===== config.mk =====
export PLATFORM = sky130hd
export DESIGN_NAME = puf_tune_ctrl
export DESIGN_NICKNAME = d
export VERILOG_FILES = /design/src/rtl/puf_tune_pkg.sv /design/src/rtl/puf_therm_dec.sv /design/src/rtl/puf_tune_ctrl.sv
export SDC_FILE = /design/constraint.sdc
export NUM_CORES = 1
export LEC_CHECK = 0
export BUFFER_PORTS_ARGS = -buffer_cell sky130_fd_sc_hd__buf_2
export CORE_MARGIN = 2
export CORE_UTILIZATION = 31
export CTS_CLUSTER_SIZE = 14
export DETAILED_ROUTE_END_ITERATION = 16
export SYNTH_ARGS = -nofsm -noshare
export SYNTH_HDL_FRONTEND = slang
export SYNTH_SLANG_ARGS = --single-unit

===== constraint.sdc =====
create_clock -name clk -period 8 [get_ports clk]
set_input_delay 0.8 -clock clk [delete_from_list [all_inputs] [get_ports clk]]
set_output_delay 0.8 -clock clk [all_outputs]
set_load 0.005 [all_outputs]

===== src/rtl/puf_tune_pkg.sv =====
// puf_tune_pkg: shared types and helpers for the PUF delay-balance tuner.
// Holds the FSM state encoding and the level -> thermometer cell mapping.
package puf_tune_pkg;

    typedef enum logic [2:0] {
        IDLE,
        SETTLE,
        COUNT,
        EVAL,
        DONE
    } tune_state_e;

    // Top-side cell i is on once the level reaches n+i.
    function automatic logic therm_top_bit(input int n, input int lvl, input int i);
        return (lvl >= n) && (i <= lvl - n);
    endfunction

    // Bottom-side cell i is on while the level is at or below n-1-i.
    function automatic logic therm_bot_bit(input int n, input int lvl, input int i);
        return (lvl < n) && (i < n - lvl);
    endfunction

endpackage


===== src/rtl/puf_therm_dec.sv =====
// puf_therm_dec: combinational tune level -> top/bottom thermometer mapping.
// Level N lights one top cell; level N-1 lights one bottom cell.
module puf_therm_dec
    import puf_tune_pkg::*;
#(
    parameter int N = 16,
    parameter int K = $clog2(2*N)
) (
    input  logic [K-1:0] level,
    output logic [N-1:0] top,
    output logic [N-1:0] bottom
);

    // Every cell is an independent compare against the level.
    always_comb begin
        top    = '0;
        bottom = '0;
        for (int i = 0; i < N; i++) begin
            top[i]    = therm_top_bit(N, int'(level), i);
            bottom[i] = therm_bot_bit(N, int'(level), i);
        end
    end

endmodule


===== src/rtl/puf_tune_ctrl.sv =====
// puf_tune_ctrl: closed-loop binary-search tuner for the arbiter PUF balance cells.
// Define PUF_TUNE_STATS_EN to add the last_ones / iter_cnt debug outputs.
module puf_tune_ctrl
    import puf_tune_pkg::*;
#(
    parameter int N          = 16,
    parameter int K          = $clog2(2*N),
    parameter int WIN_LOG2   = 8,
    parameter int TOL        = 4,
    parameter int SETTLE_CYC = 8
) (
    input  logic              clk,
    input  logic              rst_n,
    input  logic              start,
    input  logic              manual_en,
    input  logic [K-1:0]      manual_level,
    input  logic              resp_valid,
    input  logic              resp_bit,
    output logic [K-1:0]      tune_level,
    output logic [N-1:0]      top,
    output logic [N-1:0]      bottom,
    output logic              busy,
    output logic              done,
    output logic              locked,
    output logic              fail
`ifdef PUF_TUNE_STATS_EN
    ,
    output logic [WIN_LOG2:0] last_ones,
    output logic [3:0]        iter_cnt
`endif
);

    localparam int LVL_MAX = 2*N - 1;
    localparam int HALF    = 2**(WIN_LOG2-1);
    localparam int OW      = WIN_LOG2 + 1;
    localparam int KW      = K + 1;
    localparam int SW      = $clog2(SETTLE_CYC + 1);

    localparam logic [KW-1:0]       HI_INIT   = KW'(LVL_MAX);
    localparam logic [OW-1:0]       HALF_W    = OW'(HALF);
    localparam logic [SW-1:0]       SET_LAST  = SW'(SETTLE_CYC - 1);
    localparam logic [WIN_LOG2-1:0] SAMP_LAST = '1;

    tune_state_e state, state_nx;

    logic [KW-1:0]       lo, hi;
    logic [K-1:0]        mid, best, best_nx, lvl_clamp;
    logic [OW-1:0]       ones, abs_d, best_abs, best_abs_nx;
    logic [WIN_LOG2-1:0] samp;
    logic [SW-1:0]       settle_cnt;
    logic                best_vld, better;
    logic                settle_end, win_end;
    logic                go_up, go_dn, lock_hit, exhaust;
    logic                search_go, settle_on, count_on, eval_on;
    logic [N-1:0]        top_d, bot_d;

    puf_therm_dec #(.N(N), .K(K)) u_dec (
        .level  (tune_level),
        .top    (top_d),
        .bottom (bot_d)
    );

    // Window verdict, search direction and best-so-far candidate.
    always_comb begin
        mid         = K'((lo + hi) >> 1);
        abs_d       = (int'(ones) >= HALF) ? (ones - HALF_W) : (HALF_W - ones);
        go_up       = int'(ones) > HALF + TOL;
        go_dn       = int'(ones) < HALF - TOL;
        lock_hit    = !go_up && !go_dn;
        exhaust     = (go_up && ({1'b0, mid} == hi)) ||
                      (go_dn && ({1'b0, mid} == lo));
        better      = !best_vld || (abs_d < best_abs);
        best_nx     = better ? mid : best;
        best_abs_nx = better ? abs_d : best_abs;
        settle_end  = (settle_cnt == SET_LAST);
        win_end     = resp_valid && (samp == SAMP_LAST);
        lvl_clamp   = (int'(manual_level) > LVL_MAX) ? K'(LVL_MAX) : manual_level;
    end

    // State register.
    always_ff @(posedge clk or negedge rst_n) begin
        if (!rst_n) state <= IDLE;
        else        state <= state_nx;
    end

    // Next-state logic; manual override always parks the FSM in IDLE.
    always_comb begin
        state_nx = state;
        unique case (state)
            IDLE:    if (start) state_nx = SETTLE;
            SETTLE:  if (settle_end) state_nx = COUNT;
            COUNT:   if (win_end) state_nx = EVAL;
            EVAL:    state_nx = (lock_hit || exhaust) ? DONE : SETTLE;
            DONE:    state_nx = IDLE;
            default: state_nx = IDLE;
        endcase
        if (manual_en) state_nx = IDLE;
    end

    // Per-state datapath strobes.
    always_comb begin
        search_go = 1'b0;
        settle_on = 1'b0;
        count_on  = 1'b0;
        eval_on   = 1'b0;
        if (!manual_en) begin
            unique case (state)
                IDLE:    search_go = start;
                SETTLE:  settle_on = 1'b1;
                COUNT:   count_on  = 1'b1;
                EVAL:    eval_on   = 1'b1;
                DONE:    ;
                default: ;
            endcase
        end
    end

    // Search bounds, window counters, best level and status flags.
    always_ff @(posedge clk or negedge rst_n) begin
        if (!rst_n) begin
            tune_level <= K'(N);
            lo         <= '0;
            hi         <= '0;
            best       <= '0;
            best_abs   <= '0;
            best_vld   <= 1'b0;
            ones       <= '0;
            samp       <= '0;
            settle_cnt <= '0;
            busy       <= 1'b0;
            done       <= 1'b0;
            locked     <= 1'b0;
            fail       <= 1'b0;
        end else if (manual_en) begin
            tune_level <= lvl_clamp;
            ones       <= '0;
            samp       <= '0;
            settle_cnt <= '0;
            busy       <= 1'b0;
            done       <= 1'b0;
            locked     <= 1'b0;
            fail       <= 1'b0;
        end else begin
            if (search_go) begin
                lo       <= '0;
                hi       <= HI_INIT;
                best_vld <= 1'b0;
                busy     <= 1'b1;
                done     <= 1'b0;
                locked   <= 1'b0;
                fail     <= 1'b0;
            end
            if (settle_on) begin
                tune_level <= mid;
                settle_cnt <= settle_end ? '0 : settle_cnt + 1'b1;
                samp       <= '0;
                ones       <= '0;
            end
            if (count_on && resp_valid) begin
                samp <= samp + 1'b1;
                ones <= ones + OW'(resp_bit);
            end
            if (eval_on) begin
                best     <= best_nx;
                best_abs <= best_abs_nx;
                best_vld <= 1'b1;
                if (go_up) lo <= {1'b0, mid} + 1'b1;
                if (go_dn) hi <= {1'b0, mid} - 1'b1;
                if (lock_hit) begin
                    locked <= 1'b1;
                    done   <= 1'b1;
                    busy   <= 1'b0;
                end else if (exhaust) begin
                    tune_level <= best_nx;
                    fail       <= 1'b1;
                    done       <= 1'b1;
                    busy       <= 1'b0;
                end
            end
        end
    end

    // Registered thermometer drive, one clock behind tune_level.
    always_ff @(posedge clk or negedge rst_n) begin
        if (!rst_n) begin
            top    <= N'(1);
            bottom <= '0;
        end else begin
            top    <= top_d;
            bottom <= bot_d;
        end
    end

`ifdef PUF_TUNE_STATS_EN
    // Debug counters: latest window ones and windows spent in this search.
    always_ff @(posedge clk or negedge rst_n) begin
        if (!rst_n) begin
            last_ones <= '0;
            iter_cnt  <= '0;
        end else begin
            if (search_go) iter_cnt <= '0;
            if (eval_on) begin
                last_ones <= ones;
                if (iter_cnt != 4'hF) iter_cnt <= iter_cnt + 4'd1;
            end
        end
    end
`endif

endmodule


# Word-level counts from Yosys, hierarchy flattened
# Cells that the tools add are included.
# word_totals
input_bits	11
elab_cells	183
output_inout_bits	41
ff_bits	92
# classes
mux	57
n_bitwise	1
magnitude_cmp	38
addsub	10
reduce_logical	51
eq_ne	10
# op_table
op	n
$le 5x32->1 const A	8
$lt 5x32->1 const A	8
$le 4x32->1 const A	4
$lt 4x32->1 const A	4
$le 3x32->1 const A	2
$lt 3x32->1 const A	2
$logic_and 1x1->1	37
$mux 6	6
$mux 9	4
$le 1x32->1 const A	1
$le 2x32->1 const A	1
$lt 1x32->1 const A	1
$lt 2x32->1 const A	1
$mux 5	6
$mux 1	29
$mux 8	3
$mux 3	5
$eq 5x6->1	2
$mux 4	3
$pmux 3 s4	1
$add 9x1->9	1
$ge 9x8->1 const B	1
$gt 9x8->1 const B	1
$lt 9x7->1 const B	1
25 further kinds	35

# Depth between registers and ports, before layout
# Gate-level depths: netlist (run 1).
# logic_depth
word_depth	9
depth_mapped	16
mapped_depth_nobuf	14

# Cells and area by module
# Synthesis (run 1) repeated with hierarchy kept, for this count alone.
# unflattened
hier_cells	527
area_unflattened_um2	5107.4
# by_module_without_submodules
module	instances	area_each_um2	seq_area_each_um2	cells_per_inst
puf_tune_ctrl	1	4568.1	2304.7	442
puf_therm_dec	1	539.3	0.0	85

# Worst setup path before layout (run 1)
# OpenSTA, ideal clock, no wires.
# synth_path
kind	register -> register
from	register ones[5]
to	register tune_level[1]
setup_ps	141
path_buffers	2
required_time_ps	7859
stages_incl_launch_ff	16
period_less_slack_ps	3842
t_arrival_ps	3701
path_slack_ps	4158
path_cell_list	dfrtp_1 clkbuf_1 or4_1 or2_2 o31ai_2 nor2_1 xor2_1 ha_1 a2111oi_0 nand2_1 a21oi_1 o21a_1 clkbuf_1 mux2_2 nor4_1 a221oi_2
# synth_via
elab_chain_cells	9
word_cells_on_any_way	19
classes_between	add/sub: 2; order compare: 4; mux: 6; reduce/logical: 7
# synth_lines
element	line	source
start: declaration	puf_tune_ctrl.sv:48	logic [OW-1:0] ones, abs_d, best_abs, best_abs_nx;
start signal: assignment	puf_tune_ctrl.sv:161	ones <= ones + OW'(resp_bit);
$sub 8x9->9, or another cell as far along	puf_tune_ctrl.sv:66	abs_d = (int'(ones) >= HALF) ? (ones - HALF_W) : (HALF_W - ones);
$mux 9 (*)	puf_tune_ctrl.sv:66	
via abs_d[6]	puf_tune_ctrl.sv:48	
$lt 9x9->1 (*)	puf_tune_ctrl.sv:72	better = !best_vld || (abs_d < best_abs);
$logic_or 1x1->1 (*)	puf_tune_ctrl.sv:72	
$mux 5 (*)	puf_tune_ctrl.sv:73	best_nx = better ? mid : best;
$mux 5 (*)	puf_tune_ctrl.sv:173	end else if (exhaust) begin
$mux 5 (*)	puf_tune_ctrl.sv:169	if (lock_hit) begin
$mux 5 (*)	puf_tune_ctrl.sv:163	if (eval_on) begin
$mux 5 (*)	puf_tune_ctrl.sv:134	end else if (manual_en) begin
end signal: assignment	puf_tune_ctrl.sv:135	tune_level <= lvl_clamp;
end signal: assignment	puf_tune_ctrl.sv:154	tune_level <= mid;
end signal: assignment	puf_tune_ctrl.sv:174	tune_level <= best_nx;
end: declaration	puf_tune_ctrl.sv:19	output logic [K-1:0] tune_level,
# Mark *: on every way through the listed nets, which the timed path passes. The rest lies on a longest branch.
# A chain may end at the register's enable or synchronous reset.

# Final worst setup path (run 1)
# layout_path
from	register ones[5]
to	register best_abs[8]
# layout_via
elab_chain_cells	5
word_cells_on_any_way	7
classes_between	add/sub: 2; order compare: 2; mux: 1; reduce/logical: 2
# layout_lines
element	line	source
$ge 9x8->1	puf_tune_ctrl.sv:66	
$mux 9	puf_tune_ctrl.sv:66	
via abs_d[1]	puf_tune_ctrl.sv:48	
$lt 9x9->1	puf_tune_ctrl.sv:72	
$logic_or 1x1->1	puf_tune_ctrl.sv:72	
$reduce_and 3->1 (no line)	-	
end signal: assignment	puf_tune_ctrl.sv:165	best_abs <= best_abs_nx;
end: declaration	puf_tune_ctrl.sv:48	
# The timed path passes the listed nets, and every way through them passes these cells.

==> results of run 1 <==
-- path summary, 6_finish.rpt --
check                               from            end  cells past startpoint
setup / recovery                 ones[5]    best_abs[8]                     11
hold / removal                     rst_n         top[2]                      1
setup reg to reg                 ones[5]    best_abs[8]                     11
hold reg to reg            settle_cnt[3]  settle_cnt[3]                      1
max in group asynchronous          rst_n          hi[5]                      2
min in group clk           settle_cnt[3]  settle_cnt[3]                      1
-- routing by layer --
metal | vias up | routed length, um | track usage
met5 | - | 0 | 0
li1 | 1930 | - | -
met3 | 13 | 513 | 0.0332
met4 | 0 | 172 | 0.0459
met2 | 99 | 5350 | 0.221
met1 | 1926 | 5610 | 0.193
-- metrics by stage --
stage	hold WS (ps)	setup slack [ps]	instances
2_1_floorplan	442	4160	528
3_3_place_gp	460	3830	771
3_5_place_dp	472	3720	771
4_1_cts	435	3660	787
5_1_grt	461	3360	787
6_report	428	3700	787
-- placed cells by master (no fill, tap or decap), types with 3 or more instances in the layout --
| cell type | count |
|---|---|
| a21oi_1 | 31 |
| xor2_1 | 8 |
| or4_1 | 3 |
| and3_1 | 4 |
| xnor2_1 | 15 |
| nor2b_1 | 8 |
| mux2_2 | 5 |
| nand4_1 | 8 |
| nand2b_1 | 3 |
| o21a_1 | 4 |
| or2_2 | 3 |
| a221oi_2 | 3 |
| buf_4 | 3 |
| o211ai_1 | 4 |
| nor4_1 | 3 |
| o31ai_1 | 5 |
| nand2_1 | 50 |
| a211oi_1 | 3 |
| a22o_1 | 4 |
| a31oi_1 | 5 |
| nand3_1 | 19 |
| and2_1 | 7 |
| mux2i_1 | 5 |
| nor3_1 | 15 |
| ha_1 | 28 |
| a21boi_0 | 5 |
| o21ai_0 | 40 |
| nor2_1 | 54 |
| dfrtp_1 | 90 |
| xnor3_1 | 4 |
| clkbuf_16 | 9 |
| o41ai_1 | 3 |
| buf_2 | 50 |
| inv_1 | 28 |
-- kinds of logic after synthesis --
kind of cell,after synthesis
AO/OA/AOI/OAI,126
AND/OR/NAND/NOR,188
XOR/XNOR,28
buffers and inverters,55
multiplexers,10
flip-flops,92
adder cells (fa/ha/maj),29
-- sequential cells by signal (all words and copies together), names as in the netlist, 3 cells and up --
signal	cells
best	5
best_abs	9
bottom	16
hi	6
lo	6
ones	9
samp	8
settle_cnt	4
state	3
top	16
tune_level	5
-- area by class of cell --
cell class	count	area share
clock buffers	11	0.0438
clock inverters	5	0.00607
inverters	29	0.0189
multi-input cells	381	0.438
flip-flops and latches	92	0.399
well taps	216	0.0468
repair buffers	53	0.0472
-- power by group through the flow --
stage	Clock, mW	Combinational [mW]	Sequential, mW
floorplan	0	0.399	0.632
finish	0.409	0.534	0.657
global placement	0	0.528	0.661
global route	0.440	0.605	0.674
detailed placement	0	0.536	0.665
CTS	0.420	0.539	0.656
-- critical path, cell delays in order, from the launching register on --
cell and delay (ps):
dfrtp_1 480, or4_1 590, or2_2 340, o31ai_2 400
mux2_2 410, ha_1 280, nand2_1 40, o21ai_0 220
a21oi_1 130, o21a_1 300, nand2_1 580, mux2_2 400
==> results.md, run 1 <==
Setup path:
- The setup path with the least slack is of type flop to flop.
- Along the worst path, the maximum fanout reaches 25.
- The nature of the critical path endpoint is a flop.
- The kind of launch point of the worst setup path is a flop.
- The worst register-to-register path has a setup slack of 3700 ps.
- The arrival time at the worst endpoint is 4520 ps.
- The required time of the critical path is 8220 ps.

STA:
- The clock period could shrink to 4300 ps.
- The sum of negative setup slack is 0 ps.
- The count of final hold-check violations was 0.
- For the pin with the worst max-slew slack, the measured transition is 1030 ps.
- The final count of pins violating max slew was 0.
- On the final layout, the worst clock skew is 8.81 ps.
- Setup repair after global routing left no endpoint under its margin.
- Setup violations remaining at the end of the flow were counted as 0.
- Measured against its own limit, the worst slew margin works out to 0.306.
- The top achievable clock speed is 0.232 GHz.
- The share of the clock period used by the worst path is 0.538.

Detailed routing:
- The average wire per cell in the routed design is 14.8 um.
- The final wirelength is 11,600 um.
- Using the TritonRoute via totals, the vias-per-cell ratio works out to 5.04.
- The number of vias in the routed layout is 3,968.
- The detail route stage leaves a number of antenna-violating nets equal to 0.
- The total iterations of the first detailed-routing run is 4.
- After the first detailed-routing iteration, the DRC count stood at 287.
- The final routed DRC violation total is 0.

Floorplan:
- The die covers 17,300 um^2.
- The height of the die is 131 um.
- The floorplan has 46 rows.
- The boundary pin count is 52.
- The standard cell core area is 15,900 um^2.
- The die extent in x is 131 um.
- The initial utilization of the core area, before any placement, comes to 0.317.

Place:
- Once placement finished, the instance area stood at 5490 um^2.
- During placement, the flow inserted port buffers numbering 51.
- Routability-driven placement finished with a final weighted congestion of 0.850.
- Detailed placement finished with a half-perimeter wire length of 8340 um.

Synth:
- The total number of yosys warnings is 0.
- Summed over all instances, the cell type with the most area after synthesis is dfrtp_1.
- The number of synthesized flops with an enable pin is 0.
- Of the total synthesized cell area, the portion taken by full adders, half adders and majority gates is 0.0736.
- The synthesized netlist occupies a cell area of 5030 um^2.
- In the synthesized netlist the async set-or-reset flop fraction comes to 1.00.
- The average footprint of a synthesized cell is 9.53 um^2.
- Among all flip-flop cells after synthesis, the most frequent one is dfrtp_1.
- Of the total synthesized cell area, the portion taken by AND, OR, NAND and NOR gates is 0.183.
- The top cell type's share of synthesized area is 0.447.
- After synthesis, the largest family of logic cells by area is simple AND/OR/NAND/NOR gates.
- The count of state elements after synthesis is 92.
- Sorting the synthesized cells by how often they occur yields 90 x dfrtp_1, 54 x nor2_1, 50 x nand2_1.
- The share of the Yosys chip area taken by registers is 0.458.
- By area the synthesized netlist is led by dfrtp_1 45%, ha_1 7.0%, nor2_1 4.0%, o21ai_0 4.0%, nand2_1 3.7%.
- The most frequently used cell type in the post-synthesis netlist is dfrtp_1.
- The net count of the mapped netlist is 568.
- The number of different library cells used by synthesis comes to 60.
- The compound-gate portion of the synthesized area is 0.162.
- The post-synthesis share of cell area spent on xor and xnor gates is 0.0611.
- After technology mapping, the gate count stands at 528.
- The fraction of synthesized area in multiplexers is 0.0211.

Status:
- The run finished with clean final reports.

Clocking:
- Clock-pin slew was measured on the worst setup and hold paths at 70 ps.
- The post-CTS setup-driven buffer insertion count is 0.
- The post-cts resize count is 0.
- Counting the buffers created by CTS gives 9.
- The TritonCTS clock tree is done.
- The maximum buffer depth of the clock tree is 2.
- CTS saw 92 sinks.
- In this run the number of H-tree levels came out at 3.
- In this run the clock root is driven by a clkbuf_16.
- The later pin in the worst-skew pair is clocked with a latency of 340 ps.
- The cts-stage hold buffer count is 0.

Power and ir drop:
- The power per cell area is 277 nW/um^2.
- The fraction of power consumed by combinational cells is 0.334.
- The post-layout total power is 1.60 mW.
- The sequential share of power is 0.410.
- The analysis attributes to cell leakage a power of 2.72 nW.
- The internal portion of the total power is 1.03 mW.
- Of the total power, the clock network draws 0.256.
- The peak ir drop on the vdd network is 0.110 mV.
- For this design the total switching power over the nets is 0.574 mW.
- Of the total power, the share spent switching nets is 0.359.

Final layout:
- The layout has 1,605 filler cells.
- The flip-flop and latch area is 2300 um^2.
- Compared with the post-synthesis result, the final layout area differs by 14.7%.
- Once layout is done, the placed cells without fillers occupy 5770 um^2.
- Of the cells placed in the final design, the portion with a size suffix greater than 1 is 0.159.
- At the end of the flow, the number of nets in the layout was 606.
- The repair_antennas step left the layout with diodes totalling 0.
- The area used by multi-input combinational logic is 2530 um^2.
- For this run, the share of the core covered by cells in the final layout is 0.363.

GRT:
- The aggregate global-route resource usage is 0.141.
- Summed over all layers, the global routing overflow is 0.
- The via count of the first global-routing pass is 3,874.
- The first global-routing pass estimated 20,000 um of wire.
- The largest net degree at the start of global routing is 55.
- The number of antenna violations at the first check in global routing was 0.

Worst hold path:
- The path class of the tightest hold or removal check is input pin to async pin.

Run:
- The tool flagged a number of max-cap violations equal to 0.
No activity file was read; power rests on OpenSTA's default activity.
==> run 2: changes to the inputs <==
==> constraint.sdc (replaced) <==
create_clock -name clk -period 4.5 [get_ports clk]
set_input_delay 0.45 -clock clk [delete_from_list [all_inputs] [get_ports clk]]
set_output_delay 0.45 -clock clk [all_outputs]
set_load 0.005 [all_outputs]
==> run 2 against run 1 <==
  * Setup slack worse by 3400 ps
  * Maximum frequency increased by 2.3%
  * Sequential cell count did not move
  * Sequential power increased by 78%
  * Highest routed layer unchanged
==> results.md, run 2 (same netlist as run 1, synthesis figures left out) <==
Status:
- The run finished with clean final reports.

Clocking:
- The maximum buffer depth of the clock tree is 2 (unchanged).
- The post-CTS setup-driven buffer insertion count is 0 (unchanged).
- The worst-skew pair later-pin latency is 350 ps (about the same).
- The cts-stage hold buffer count is 0 (unchanged).
- The clock sink count came to 92 (unchanged).
- The TritonCTS clock tree is done.
- The tree is rooted in a clkbuf_16.
- The register clock-pin slew on the reported worst setup and hold paths is 60 ps (about the same).
- The number of levels the H-tree was split into was 3 (unchanged).
- The number of buffers added by the clock tree synthesis step is 9 (unchanged).

Setup path:
- The type of the setup path with the least slack is flop to flop.
- The beginning of the worst register-to-register path is ones[5].
- The critical path starts at ones[5].
- The arrival time at the worst endpoint is 4430 ps (-90 ps).
- The worst setup path is launched from a flop.
- The nature of the critical path endpoint is a flop.
- The maximum net fanout on the critical path is 9 (-64%).
- The required time of the critical path is 4720 ps (-3500 ps).

Detailed routing:
- The average via count per standard cell is 5.06 (+0.35%).
- The remaining antenna violation count after routing is 0 (unchanged).
- The count of routing violations after the opening detailed-route iteration is 243 (-15%).
- The total iterations of the first detailed-routing run is 6 (+2).
- The final routed DRC violation total is 0 (unchanged).
- The number of vias in the routed layout is 3,992 (+0.60%).
- The average wire per cell in the routed design is 15.0 um (+1.2%).
- The final wirelength is 11,800 um (+1.5%).

STA:
- Setup repair after global routing left no endpoint under its margin.
- The count of final hold-check violations was 0 (unchanged).
- The top achievable clock speed came to 0.238 GHz (+2.3%).
- The actual slew at the worst max-slew pin is 1050 ps (+14.2 ps).
- The final count of pins violating max slew came to 0 (unchanged).
- The final number of setup-violating endpoints was 0 (unchanged).
- The relative slew slack is 0.297 (-0.00954).
- The share of the clock period used by the worst path was 0.935 (+0.397).
- The sum of negative setup slack came to 0 ps (unchanged).
- The clock period minus worst slack came to 4210 ps (-94.8 ps).
- The worst clock skew came to 7.07 ps (-1.73 ps).

Final layout:
- The layout filler cell count was 1,636 (+1.9%).
- The fraction of layout cells with a size suffix above 1 is 0.164 (+0.00468).
- In the final layout, the registers with the most flip-flops are bottom x16, top x16.
- The number of antenna diodes is 0 (unchanged).
- The final-stage net count is 608 (+0.33%).
- The most frequent standard cell in the layout excluding fill and tap cells is dfrtp_1.
- In the layout the commonest cells are 90 x dfrtp_1, 54 x nor2_1, 50 x buf_2, 49 x nand2_1, 40 x o21ai_0.
- Compared with the post-synthesis result, the final layout area differs by 15.5%.

GRT:
- The number of antenna violations at the first check in global routing is 0 (unchanged).
- The remaining global-route overflow is 0 (unchanged).
- The via count of the first global-routing pass is 4,019 (+3.7%).
- The aggregate global-route resource usage is 0.147 (+0.00535).
- The largest net degree at the start of global routing was 70 (+27%).
- The global-route wire length before repair was 20,500 um (+2.5%).

Floorplan:
- The boundary pin count is 52 (unchanged).
- The floorplan row count is 46 (unchanged).
- The initial core utilization is 0.317 (unchanged).
- The height of the die was 131 um (unchanged).
- The full die area is 17,300 um^2 (unchanged).
- The standard cell core area is 15,900 um^2 (unchanged).
- The die extent in x came to 131 um (unchanged).

Place:
- The final weighted congestion of routability-driven global placement is 0.833 (-2.0%).
- The post-detailed-placement half-perimeter wirelength is 8580 um (+2.8%).
- The quantity of I/O buffers inserted on ports was 51 (unchanged).

Run:
- The max capacitance violation total is 0 (unchanged).

Power and ir drop:
- The power per cell area is 501 nW/um^2 (+81%).
- The peak ir drop on the vdd network is 0.264 mV (+140%).
- The leakage power figure is 2.73 nW (+0.60%).
- The post-layout total power is 2.91 mW (+82%).

Worst hold path:
- The path class of the tightest hold or removal check is input pin to async pin.
[run 2: cell types whose count changed in the layout (fill, tap and decap cells not counted), sizes merged]
cell	previous run	this run
buf	53	55
clkinv	3	1
bufinv	0	1
clkinvlp	1	2
[run 2: path summary, 6_finish.rpt]
path / endpoint / slack (ps) / cells past startpoint
worst min register to register: best[1] / 490 / 2
min in group clk: tune_level[0] / 360 / 2
worst max register to register: tune_level[1] / 290 / 13
worst min-delay path: top[4] / 210 / 1
max in group asynchronous: best_abs[0] / 3430 / 2
worst max-delay path: tune_level[1] / 290 / 13
[run 2: final cells by class]
type                    count  area [um^2]  share of cell area
inverters                  29          109              0.0187
clock buffers              11          253              0.0435
repair buffers             55          288              0.0495
clock inverters             5         58.8              0.0101
flip-flops and latches     92         2300               0.396
well taps                 216          270              0.0465
multi-input cells         381         2530               0.435
[run 2: stage by stage]
step / hold WS, ps / cell area [um^2] / utilization / instances / setup slack [ps]
2_1_floorplan: 154 / 5030 / - / 528 / 658
3_3_place_gp: 466 / 5500 / 0.346 / 773 / 418
3_5_place_dp: 476 / 5500 / 0.346 / 773 / 209
4_1_cts: 250 / 5810 / 0.366 / 789 / 180
5_1_grt: 282 / 5810 / 0.366 / 789 / 92.4
6_report: 210 / 5810 / 0.366 / 789 / 292
[run 2: routing by layer]
metal  track usage  wire length (um)  up-vias
li1              -                 -     1930
met1         0.189              5540     1957
met2         0.233              5600       90
met3        0.0428               470       15
met4        0.0543               215        0
met5             0                 0        -
[run 2: repair_timing]
action / CTS / global route
resized for setup: 0 / 1
hold endpoints to repair: 0 / 0
endpoints found under the setup margin: 0 / 5
[run 2: where the power goes]
group	internal (mW)	switching (mW)	leakage [nW]
registers	1.01	0.152	1.18
clock network	0.461	0.317	0.148
logic	0.410	0.561	1.40
[run 2: worst max-delay path: stages (launching register included)]
cell and delay, ps:
dfrtp_1 480, or4_1 590, or2_2 340, o31ai_2 410, nor2_1 110, xor2_1 180
ha_1 210, a2111oi_0 400, nand2_1 80, a21oi_1 180, o21a_1 340, mux2_2 380
nor4_1 300, a221oi_2 70
